## src/rtl/regf_dbg_ctrl.sv

```systemverilog
// Debug access controller for the core register file: halts the core, waits for
// the pipeline to drain, performs one read or write, then releases the core.
module regf_dbg_ctrl #(
  parameter int XLEN          = 64,
  parameter int AW            = 5,
  parameter int DRAIN_TIMEOUT = 16
) (
  input  logic            clk,
  input  logic            rst,
  input  logic            dbg_req,
  input  logic            dbg_we,
  input  logic [AW-1:0]   dbg_addr,
  input  logic [XLEN-1:0] dbg_wdata,
  output logic            dbg_ack,
  output logic            dbg_err,
  output logic [XLEN-1:0] dbg_rdata,
  output logic            dbg_busy,
  output logic            core_halt_req,
  input  logic            core_pipe_empty,
  input  logic            core_rf_we,
  input  logic [AW-1:0]   core_rf_waddr,
  input  logic [XLEN-1:0] core_rf_wdata,
  output logic            rf_we,
  output logic [AW-1:0]   rf_waddr,
  output logic [XLEN-1:0] rf_wdata,
  output logic [AW-1:0]   rf_raddr,
  input  logic [XLEN-1:0] rf_rdata
);

  localparam int CW = $clog2(DRAIN_TIMEOUT + 1);

  typedef enum logic [1:0] {
    S_IDLE,
    S_HALT,
    S_ACCESS,
    S_RESP
  } state_t;

  state_t          r_state;
  state_t          w_next;
  logic            r_we;
  logic [AW-1:0]   r_addr;
  logic [XLEN-1:0] r_wdata;
  logic [XLEN-1:0] r_rdata;
  logic [CW-1:0]   r_cnt;
  logic            r_err;

  logic w_accept;
  logic w_timeout;
  logic w_collide;
  logic w_dbgWr;

  assign w_accept  = (r_state == S_IDLE) && dbg_req;
  // The drain bound is checked only on a not-empty edge, so an empty pipe wins a tie.
  assign w_timeout = (r_state == S_HALT) && !core_pipe_empty && (r_cnt == CW'(DRAIN_TIMEOUT));
  assign w_collide = (r_state == S_ACCESS) && core_rf_we;
  assign w_dbgWr   = (r_state == S_ACCESS) && !core_rf_we && r_we && (r_addr != '0);

  always_ff @(posedge clk or posedge rst) begin
    if (rst) r_state <= S_IDLE;
    else     r_state <= w_next;
  end

  always_comb begin
    w_next = r_state;
    case (r_state)
      S_IDLE:   if (dbg_req) w_next = S_HALT;
      S_HALT: begin
        if (core_pipe_empty) w_next = S_ACCESS;
        else if (w_timeout)  w_next = S_RESP;
      end
      S_ACCESS: w_next = S_RESP;
      S_RESP:   w_next = S_IDLE;
      default:  w_next = S_IDLE;
    endcase
  end

  always_ff @(posedge clk or posedge rst) begin
    if (rst) begin
      r_we    <= 1'b0;
      r_addr  <= '0;
      r_wdata <= '0;
      r_rdata <= '0;
      r_cnt   <= '0;
      r_err   <= 1'b0;
    end else begin
      if (w_accept) begin
        r_we    <= dbg_we;
        r_addr  <= dbg_addr;
        r_wdata <= dbg_wdata;
        r_cnt   <= '0;
        r_err   <= 1'b0;
      end
      if ((r_state == S_HALT) && !core_pipe_empty) begin
        if (w_timeout) r_err <= 1'b1;
        else           r_cnt <= r_cnt + CW'(1);
      end
      if (w_collide) r_err <= 1'b1;
      if ((r_state == S_ACCESS) && !r_we)
        r_rdata <= (r_addr == '0) ? '0 : rf_rdata;
    end
  end

  // A core writeback always owns the port; the debug write only goes out when it is idle.
  always_comb begin
    rf_we    = core_rf_we;
    rf_waddr = core_rf_waddr;
    rf_wdata = core_rf_wdata;
    rf_raddr = '0;
    if (w_dbgWr) begin
      rf_we    = 1'b1;
      rf_waddr = r_addr;
      rf_wdata = r_wdata;
    end
    if (r_state == S_ACCESS) rf_raddr = r_addr;
  end

  assign dbg_ack       = (r_state == S_RESP);
  assign dbg_err       = (r_state == S_RESP) && r_err;
  assign dbg_busy      = (r_state != S_IDLE);
  assign core_halt_req = (r_state != S_IDLE);
  assign dbg_rdata     = r_rdata;

endmodule

```

## config.mk

```make
export PLATFORM = sky130hd
export DESIGN_NAME = regf_dbg_ctrl
export DESIGN_NICKNAME = d
export VERILOG_FILES = /design/src/rtl/regf_dbg_ctrl.sv
export SDC_FILE = /design/constraint.sdc
export NUM_CORES = 1
export LEC_CHECK = 0
export BUFFER_PORTS_ARGS = -buffer_cell sky130_fd_sc_hd__buf_2
export CORE_AREA = 2 2 137 139
export DETAILED_ROUTE_END_ITERATION = 16
export DIE_AREA = 0 0 139 141
export PLACE_DENSITY = 0.67
export RECOVER_POWER = 50
export SYNTH_ARGS = -nofsm -noshare
export SYNTH_HDL_FRONTEND = slang
export SYNTH_SLANG_ARGS = --single-unit
```

## constraint.sdc

```tcl
create_clock -name clk -period 11.1 [get_ports clk]
set_input_delay 0.555 -clock clk [delete_from_list [all_inputs] [get_ports clk]]
set_output_delay 0.555 -clock clk [all_outputs]
set_load 0.05 [all_outputs]
```

=== Yosys cells after proc, flatten, opt, wreduce, memory -nomap -nowiden ===
Cells that the tools add are included.

* Flip-flop bits (word level): 142
* Input bits: 208
* Output and inout bits: 143
* Word-level logic and storage cells: 47

* Add/subtract/negate cells: 1
* Equality and inequality tests: 6
* Multiplexer cells: 16
* Reduce and logical (&&, ||, !) cells: 17

{| class="wikitable"
|+ Operators by type and width
! cell !! count
|-
| 64-bit 2-to-1 mux || 2
|-
| 5-bit 2-to-1 mux || 5
|-
| 1-bit logical AND || 9
|-
| 2-bit one-hot mux with 4 select lines || 1
|-
| 2-bit 2-to-1 mux || 3
|-
| 5-bit by 1-bit adder with 5-bit output, second input constant || 1
|-
| 5-bit equality test, second input constant || 1
|-
| 5-bit zero test || 1
|-
| 1-bit 2-to-1 mux || 5
|-
| 5-bit nonzero test || 1
|-
| 2-bit equality test, second input constant || 2
|-
| 1-bit zero test || 3
|-
| 3-bit inequality test, second input constant || 1
|-
| 2-bit by 1-bit equality test with 1-bit output, second input constant || 1
|-
| 2-bit zero test || 1
|-
| 2-bit inequality test, second input constant || 1
|-
| 2-bit AND reduction || 1
|-
| 2-bit nonzero test || 1
|}

=== Depth between registers and ports, before layout ===
* Depth after elaboration: 6
* Mapped depth: 7

=== Worst setup path before layout ===
OpenSTA, ideal clock, no wires.

* Path kind: register to output
* Start: register r_addr[1]
* End: output rf_waddr[0]
* Arrival: 1834 ps
* Data required time: 10545 ps
* Slack: 8711 ps
* Stages on the path, launching flop included: 5
* Buffers on the path: 1
* Path through: dfrtp_1 or4_4 o21ai_4 buf_6 mux2_2

* Cells in the longest elaborated chain, start to end: 3

{| class="wikitable"
|+ Ends and longest elaborated chain
! element !! line !! source
|-
| from (decl) || 42 || <nowiki>logic [AW-1:0] r_addr;</nowiki>
|-
| from (signal assigned) || 89 || <nowiki>r_addr <= dbg_addr;</nowiki>
|-
| 5-bit nonzero test || 57 || <nowiki>assign w_dbgWr = (r_state == S_ACCESS) && !core_rf_we && r_we && (r_addr != '0);</nowiki>
|-
| 1-bit logical AND || 57 ||
|-
| 5-bit 2-to-1 mux || 110 || <nowiki>if (w_dbgWr) begin</nowiki>
|-
| to (decl) || 24 || <nowiki>output logic [AW-1:0] rf_waddr,</nowiki>
|}

No other way between the ends.

==> results.py <==
metrics = {
    "run_status": {
        "status": "finished with violations",
        "violations": "max-capacitance violations, max-slew violations",
    },
    "clocking": {
        "worst_skew_pair.late_latency_ns": 0.42,
        "postCtsSetupBuffers": 0,
        "clock_tree.buffer_depth": 2,
        "numCtsBuffers": 17,
        "cts_tree": "built",
        "clk_pin_slew_ns": 0.07,
        "cts-resized-gates": 0,
        "cts_hold_buf": 0,
        "clkSinkCount": 142,
        "htree_levels": 4,
        "cts_root_buffer": "clkbuf_16",
    },
    "place": {
        "io_buffer_count": 350,
        "gp_congestion": 0.806,
        "dp_hpwl_um": 14800,
    },
    "power": {
        "vdd_drop_max_uv": 182,
        "power_density_mw_per_mm2": 325,
        "leakage_uw": 0.00438,
    },
    "synthesis": {
        "synth_warnings": 0,
        "synth_edf_count": 0,
        "yosysUniqueCellTypes": 32,
        "yosysTopAreaCellShare": 0.544,
        "syn_avg_cell_area_um2": 11.5,
        "yosys_register_bits": 142,
        "synthCells": 568,
        "synth_area_mm2": 0.00654,
        "synth_top_flop_cell": "dfrtp_1",
        "async_flop_share": 1.00,
        "yosys-top-cells-area": "dfrtp_1 (54%), mux2_2 (24%), nand2_1 (7.6%), o21ai_0 (5.0%), ha_1 (1.3%)",
        "ys_seq_area_frac": 0.544,
        "synth.largest_area_cell": "dfrtp_1",
        "syn-num-nets": 783,
    },
    "global_route": {
        "grt.overflow.total": 0,
        "grt_pass1_vias": 5498,
        "grtUsageTotal": 0.197,
        "grt_max_degree": 84,
        "grt_first_pass_wirelength_um": 30100,
        "antenna_found_initial": 1,
    },
    "timing": {
        "skew_ns": 0.0109,
        "tightestPinTransition_ns": 3.58,
        "holdWs_ns": 0.366,
        "fmaxAchievable_ghz": 0.191,
        "finalCritPeriodShare": 0.473,
        "grt_setup_unrepaired": "false",
        "relSlewSlack": -1.40,
        "tns_ns": 0,
        "setup_violations": 0,
        "hold_viol": 0,
        "drv_slew": 145,
        "timing.final.crit_period_ns": 5.25,
    },
    "critical_path": {
        "reg2reg_from": "r_state[0]",
        "critPathKind": "in -> async",
        "reg2regPathDepth": 5,
        "required_ns": 10.90,
        "path_max_fanout": 83,
        "startpoint": "rst",
        "rr_endpoint": "r_wdata[47]",
        "end_kind": "asynchronous set/reset pin",
        "endpoint": "r_wdata[33]",
        "ff2ff_setup_slack_ns": 8.49,
        "arrival_ns": 5.05,
        "worstSetupStartpointType": "input pin",
    },
    "hold_path": {
        "hold_class": "in -> reg",
    },
    "layout": {
        "area_growth_pct": 38.2,
        "layout-drive-gt1-share": 0.508,
        "nets": 1121,
        "fin_util": 0.495,
        "fillers": 1746,
        "n_antenna_cell": 0,
    },
    "floorplanning": {
        "design.core.area_mm2": 0.0183,
        "floorplan.initialDensity": 0.358,
        "rows": 50,
        "die_w_um": 139,
        "pin_count": 351,
        "die_area_mm2": 0.0196,
        "dieHeight_um": 141,
    },
    "routing": {
        "met3_length_um": 1500,
        "dr.first_iter.drc_count": 183,
        "viasPerCell": 4.71,
        "wl_per_cell_um": 17.2,
        "finalWirelength_um": 19800,
        "drc_errors": 0,
        "firstDrtPassIters": 4,
        "dr_wl_met2_um": 9610,
        "maxUsedRoutingLayer": "met4",
        "vias": 5428,
        "wl_met1_um": 8460,
        "ant_nets": 0,
    },
    "run": {
        "max_cap_viol_count": 2,
    },
}
-- Yosys cell counts (all sizes together) (2+ instances only) --
master  number
clkbuf      25
or4          2
inv          7
and2         6
nand3        6
buf         12
mux2       138
nand2b       3
ha           7
a22o         2
o211ai       5
nand2      132
nor2b        4
dfrtp      142
o21ai       66
-- where the power goes --
part           switching [µW]  total [µW]  internal [µW]
logic                     965        1340            377
clock network             233         660            427
registers                 160         937            776
total                    1360        2940           1580
-- state kept, by name, indices dropped and copies added, names as in the netlist --
name       cells
dbg_rdata     64
r_addr         5
r_cnt          5
r_err          1
r_state        2
r_wdata       64
r_we           1
-- final cells by class --
cell class                      count  area, µm²  share of cell area
Sequential cell                   142       3550               0.393
Multi-Input combinational cell    382       2770               0.306
Timing Repair Buffer              356       1710               0.190
Clock buffer                       18        429              0.0475
Tap cell                          234        293              0.0324
Clock inverter                     14        251              0.0278
Inverter                            7       27.5             0.00305
-- per-stage QoR --
| stage | power (µW) | area, µm² | cells | worst slack [ns] |
|---|---|---|---|---|
| floorplan | 1980 | 6540 | 568 | 6.74 |
| global placement | 2310 | 8450 | 1121 | 7.62 |
| detailed placement | 2330 | 8450 | 1121 | 7.55 |
| CTS | 3000 | 9130 | 1153 | 7.10 |
| global route | 3110 | 9030 | 1153 | 4.72 |
| finish | 2940 | 9030 | 1153 | 5.85 |
-- worst min-delay path by stage --
stage / start / endpoint / cells past startpoint
2_1_floorplan: r_err / r_err / 2
3_3_place_gp: dbg_rdata[54] / dbg_rdata[54] / 2
3_5_place_dp: dbg_rdata[5] / dbg_rdata[5] / 2
4_1_cts: rst / dbg_rdata[46] / 2
5_1_grt: dbg_wdata[58] / r_wdata[58] / 2
6_report: dbg_wdata[58] / r_wdata[58] / 2
-- layout by cell type (no fill, tap or decap), types with 3 or more instances in the layout --
cell type,Yosys,layout
o211ai_1,5,5
inv_6,0,3
ha_1,7,7
dfrtp_1,142,142
clkbuf_1,19,66
o21ai_0,65,65
nand2_1,132,132
clkbuf_16,0,17
and2_1,6,6
inv_1,7,6
nand3_1,6,6
bufinv_16,0,6
nor2b_1,4,3
buf_4,1,5
buf_2,3,286
mux2_2,138,138
-- cells by family (layout without fill, tap and decap cells) --
group,count (synthesis),count (layout),share of synthesized area
AO/OA/AOI/OAI,76,76,0.0639
adder cells (fa/ha/maj),7,7,0.0134
buffers and inverters,44,395,0.0356
flip-flops,142,142,0.544
multiplexers,139,139,0.239
AND/OR/NAND/NOR,160,160,0.104
-- critical path, stage by stage --
cell and delay [ns]:
buf_2 0.10, clkinvlp_2 1.98, clkbuf_1 2.36
-- metal layers --
metal / GRT usage / vias to the layer above
met5: 0 / -
met4: 0.0532 / 0
met3: 0.0645 / 13
met2: 0.331 / 225
met1: 0.246 / 2579
li1: - / 2611
Note: power is estimated with default switching activity, not from simulation.
